## config.mk

```make
export PLATFORM = sky130hd
export DESIGN_NAME = ram64
export DESIGN_NICKNAME = d
export VERILOG_FILES = /design/src/rtl/ram64_pkg.sv /design/src/rtl/ram64_ram8.sv /design/src/rtl/ram64.sv
export SDC_FILE = /design/constraint.sdc
export NUM_CORES = 2
export LEC_CHECK = 0
export BUFFER_PORTS_ARGS = -buffer_cell sky130_fd_sc_hd__buf_4
export CAP_MARGIN = 20
export CELL_PAD_IN_SITES_DETAIL_PLACEMENT = 1
export CELL_PAD_IN_SITES_GLOBAL_PLACEMENT = 1
export CORE_MARGIN = 4
export CORE_UTILIZATION = 61
export CTS_BUF_LIST = sky130_fd_sc_hd__clkbuf_4 sky130_fd_sc_hd__clkbuf_8
export DETAILED_ROUTE_END_ITERATION = 8
export PLACE_DENSITY = 0.89
export SLEW_MARGIN = 25
export SYNTH_ARGS = -nofsm -noshare
export SYNTH_HDL_FRONTEND = slang
export SYNTH_SLANG_ARGS = --single-unit
```

## constraint.sdc

```tcl
create_clock -name clk -period 9.8 [get_ports clk]
set_input_delay 2.94 -clock clk [delete_from_list [all_inputs] [get_ports clk]]
set_output_delay 2.94 -clock clk [all_outputs]
set_load 0.02 [all_outputs]
```

## src/rtl/ram64_pkg.sv

```systemverilog
// Shared Hack word constants plus the dmux8way / mux8way16 gate equivalents
// used by both the ram8 banks and the ram64 top level.
package ram64_pkg;

  localparam int          HACK_WORD       = 16;
  localparam logic [15:0] HACK_RESET_WORD = 16'h0000;

  // One-hot routing of a write strobe to one of eight destinations.
  function automatic logic [7:0] dmux8way(input logic in, input logic [2:0] sel);
    dmux8way = in ? (8'b0000_0001 << sel) : 8'b0000_0000;
  endfunction

  function automatic logic [HACK_WORD-1:0] mux8way16(
    input logic [7:0][HACK_WORD-1:0] d,
    input logic [2:0]                sel
  );
    mux8way16 = d[sel];
  endfunction

endpackage

```

## src/rtl/ram64_ram8.sv

```systemverilog
// Eight-word bank: a dmux8way steers load to one register, a mux8way16 reads
// the addressed register back. Storage clears asynchronously on rst_n low.
module ram64_ram8
  import ram64_pkg::*;
#(
  parameter int WIDTH = HACK_WORD
) (
  input  logic             clk,
  input  logic             rst_n,
  input  logic [WIDTH-1:0] in,
  input  logic             load,
  input  logic [2:0]       address,
  output logic [WIDTH-1:0] out
);

  logic [7:0]            load_sel;
  logic [7:0][WIDTH-1:0] word_q;
  logic [7:0][WIDTH-1:0] word_d;

  assign load_sel = dmux8way(load, address);

  always_comb begin
    word_d = word_q;
    for (int i = 0; i < 8; i++) begin
      if (load_sel[i]) word_d[i] = in;
    end
  end

  // Async clear has priority, so a load held during reset is dropped.
  always_ff @(posedge clk or negedge rst_n) begin
    if (!rst_n) word_q <= {8{HACK_RESET_WORD}};
    else        word_q <= word_d;
  end

  assign out = mux8way16(word_q, address);

endmodule

```

## src/rtl/ram64.sv

```systemverilog
// 64 x 16 Hack data memory: address[5:3] picks one of eight ram8 banks for both
// the write strobe and the read-back mux; address[2:0] picks the word in-bank.
module ram64
  import ram64_pkg::*;
#(
  parameter int WIDTH = HACK_WORD,
  parameter int DEPTH = 64
) (
  input  logic             clk,
  input  logic             rst_n,
  input  logic [WIDTH-1:0] in,
  input  logic             load,
  input  logic [5:0]       address,
  output logic [WIDTH-1:0] out
);

  localparam int BANKS = DEPTH / 8;

  logic [BANKS-1:0]            bank_load;
  logic [BANKS-1:0][WIDTH-1:0] bank_out;

  assign bank_load = dmux8way(load, address[5:3]);

  for (genvar b = 0; b < BANKS; b++) begin : g_bank
    ram64_ram8 #(.WIDTH(WIDTH)) u_ram8 (
      .clk     (clk),
      .rst_n   (rst_n),
      .in      (in),
      .load    (bank_load[b]),
      .address (address[2:0]),
      .out     (bank_out[b])
    );
  end

  assign out = mux8way16(bank_out, address[5:3]);

endmodule
```

Word-level counts from Yosys, hierarchy flattened
Index checks and enable logic that the tools add are counted.
{ "totals": {"reg_bits": 1024, "input_bits": 25, "output_inout_bits": 16, "elab_cells": 95} }
{ "classes": {"n_lt_le_gt_ge": 2, "shifts": 2, "n_mux": 27} }
{ "ops": {"columns": ["operator", "n"], "rows": [
  ["binary-select mux 16 bit (select 3 bit)", 9],
  ["two-way mux 16 bit", 9],
  ["two-way mux 8 bit", 9],
  ["<< shifter 1 x 3 -> 8 bit, first input constant", 2],
  ["less-than comparator 3 x 4 -> 1 bit, second input constant", 2]
]} }

Logic depth before layout (Yosys ltp)
{ "depth": {"depth_word": 4, "depth_mapped": 10, "depth_no_buf": 5} }

Hierarchy
Synthesis repeated with hierarchy kept, for this count alone.
{ "hier_totals": {"hier_cells": 3279, "hier_area_um2": 48816.8} }
{ "by_module_without_submodules": {"columns": ["module", "instances", "cells_each", "area_per_inst_um2"], "rows": [
  ["ram64_ram8", 8, 395, 5960.7],
  ["ram64", 1, 119, 1131.1]
]} }

Least setup slack after synthesis
No wires, ideal clock.
{ "synth_timing": {"kind": "in2out", "from": "in address[0]", "to": "out out[15]", "arrival_time_ns": 4.541, "setup_slack_ns": 2.319, "cell_stages": 9, "path_buffers": 5, "cell_sequence": "buf_4 -> buf_6 -> buf_8 -> buf_12 -> buf_6 -> mux2i_1 -> a221oi_2 -> o21ai_0 -> a41oi_1"} }
{ "synth_between": {"elab_chain_len": 4, "elab_cells_between_ends": 18} }
{ "synth_rtl": {"columns": ["element", "line_no", "text"], "rows": [
  ["start: declaration", "ram64.sv:13", "input logic [5:0] address,"],
  ["binary-select mux 16 bit (select 3 bit)", "ram64_pkg.sv:17", "mux8way16 = d[sel];"],
  ["two-way mux 16 bit (implied by the code)", "ram64_pkg.sv:17", null],
  ["binary-select mux 16 bit (select 3 bit) *", "ram64_pkg.sv:17", null],
  ["two-way mux 16 bit (implied by the code) *", "ram64_pkg.sv:17", null],
  ["end: declaration", "ram64.sv:14", "output logic [WIDTH-1:0] out"]
]} }
Every way passes the cells marked *; elsewhere a longest branch is shown, timed or not. The select of a mux whose other input is x is not followed.

Worst setup path after layout
{ "layout_timing": {"from": "in address[2]", "to": "out out[0]"} }
Same word-level chain as after synthesis.

==> metrics.txt <==
Initial Util=62.0%; Largest register FFs=1024; Worst-Skew Late Latency=840 ps; worst setup margin=-84.9 ps; H-tree Lvls=4; hold bufs inserted after CTS=0; CP endpoint kind=output port; clk buf depth=3; # rows=101; fin util=67.8%; critical path arrival=6940 ps; Final Hold Vio Count=0; area leader, netlist=dfrtp_1; Avg Inst Size Synth=approximately 15 um^2; status=complete, but fails checks; clk sink count=around 1000; largest net degree at the start of global routing=209; commonest non-fill, non-tap cell in the layout=mux2_2; Cell variety after synth=51; drt first pass iters=7; vias post-DR=between 30000 and 40000; initial DRC count=4727; DR vias/cell=a little under 8; largest registers=g_bank.u_ram8.word_q (1024); Post-CTS Setup Inserts=0; vias in the first global route=35400; maximum vdd drop=0.153 mV; GPL Wtd Cong=0.834; fin nets=~3200; Worst Path Required=6860 ps; Crit Path Class=input pin to output port; Fmax achieved=101 MHz; flop-to-flop setup slack=8830 ps; share of cells above drive strength 1=50.3%; Clock transition at path regs=~60 ps; most frequent cells in the layout=mux2_2 (1029), dfrtp_1 (1024), mux2i_1 (285), clkbuf_8 (207), mux4_2 (136); Root Buffer=clkbuf_8; dpl cells=4008; IO Port Bufs=40; global-route wire length before repair=251 mm; unrepaired setup endpoints after global routing=false; Die H=between 200 and 300 um; Synth-to-Final Area Change=9.47%; Area after DPL=48200 um^2; worst r2r dst=g_bank[1].u_ram8.word_q[100]; worst hold slack=just over 500 ps; r2r startpoint=g_bank[1].u_ram8.word_q[100]; Slew HR=around 16%; gr usage total=41.8%; finished layout cell area=51900 um^2; failing checks=negative setup slack; # resized after CTS=0; gate count of the mapped netlist=about 3200; Synthesized Nets=3180; drt drc=0; HP Class=flip-flop to flip-flop; fin cells=4308; CORE AREA=76500 um^2; TritonCTS Buffers=164; final period utilization=101%; wire length per cell=43.3 um; Post-DRT Antenna Nets=0; Die ar.=82200 um^2; post-DP HPWL=90.1 mm; PD cells=213 nW/um^2; Syn. warnings=0; # Max-Cap Violations=0; Critical Path End=out[0]; Worst Setup SP=address[2]; kind of start point of the critical path=input pin; actual slew at the worst max-slew pin=1260 ps; initial antenna violation count=17; post-synthesis sequential area ratio=approximately 54%; Reg2Reg Depth=1; Reg with most FFs=g_bank.u_ram8.word_q; Fin Clk Skew=0 ps; Synth Cell Area=47400 um^2; Max Slew Vio Count=0; CP Max Fanout=24; EDFF count, synth=0; total grt overflow=0; Leak=about 24 nW; minimum clock period=9880 ps; Routed WL=187 mm; CTS tree=done; FFs w/ async S/R, synth=100%; ys flop type=dfrtp_1; IO Count=41; setup violators final=1; ranking of synthesized cells by area=dfrtp_1 (54%), mux2_2 (24%), mux4_2 (6.5%); die width=287 um; FF+latch count, synth=~1000; Synth top area share=a little over half
cells in the mapped netlist (5+ instances only):
cell,number
mux2_2,1029
dfrtp_1,1024
mux2i_1,285
mux4_2,136
clkbuf_1,130
a22oi_1,90
buf_4,53
buf_2,51
nor2_2,43
nand2_1,42
buf_6,33
nand3_1,29
buf_1,24
o22ai_1,23
a221oi_1,18
a31oi_1,18
o21ai_0,13
nor2_1,11
a21oi_1,10
o22a_1,9
and3_1,7
mux2_1,6
nand3_2,6
nand2b_1,5
nor2b_1,5
through the flow:
step	TNS (ps)	worst slack [ps]	power, W
after floorplan	0	2320	0.00605
after global placement	0	651	0.00644
after detailed placement	0	541	0.00665
after CTS	0	314	0.0108
after global routing	0	42.1	0.0113
final	-84.9	-84.9	0.0111
power breakdown:
group,total [W],switching (W),internal (W)
Combinational,0.00168,0.000932,0.000747
Clock,0.00414,0.00198,0.00216
Sequential,0.00525,0.000458,0.00479
Total,0.0111,0.00337,0.00770
layout make-up:
class | instances | area [um^2]
clock buffer | 263 | 3270
multi-input combinational | 1834 | 20300
tap | 1030 | 1290
fill | 6573 | 24600
clock inverter | 24 | 199
sequential | 1024 | 25600
antenna | 8 | 20.0
inverter | 2 | 10.0
timing repair buffer | 123 | 1190
logic make-up after synthesis:
| kind of cell | after synthesis | share of synthesized area [%] |
|---|---|---|
| flip-flops | 1024 | 54.1 |
| multiplexers | 1456 | 37.1 |
| buffers and inverters | 297 | 3.54 |
| AO/OA/AOI/OAI | 212 | 3.28 |
| AND/OR/NAND/NOR | 166 | 2.02 |
critical path, stage by stage:
cell and delay (ps):
buf_4 350, nor2_4 990, buf_4 520, a22oi_1 180, and3_1 220, a2111oi_0 920
buf_4 320, a31oi_1 170, buf_4 300
how the worst min path moves through the flow:
stage | depth (start not counted) | from | slack [ps] | end
final | 1 | g_bank[6].u_ram8.word_q[86] | 500 | g_bank[6].u_ram8.word_q[86]
after global placement | 1 | g_bank[3].u_ram8.word_q[13] | 460 | g_bank[3].u_ram8.word_q[13]
after CTS | 1 | g_bank[5].u_ram8.word_q[40] | 500 | g_bank[5].u_ram8.word_q[40]
after detailed placement | 1 | g_bank[5].u_ram8.word_q[41] | 480 | g_bank[5].u_ram8.word_q[41]
after global routing | 1 | g_bank[7].u_ram8.word_q[54] | 520 | g_bank[7].u_ram8.word_q[54]
after floorplan | 1 | g_bank[5].u_ram8.word_q[38] | 450 | g_bank[5].u_ram8.word_q[38]
metal layers:
layer / up-vias / share of wire (%) / routed length, um / GRT usage (%)
met5: - / 0.11 / 200 / 0.179
met4: 16 / 8.7 / 16300 / 27.0
met3: 1193 / 12 / 23200 / 13.7
met2: 3086 / 45 / 83800 / 64.2
met1: 17200 / 34 / 63100 / 51.1
li1: 11700 / - / - / -
Note: power is estimated with default switching activity, not from simulation.
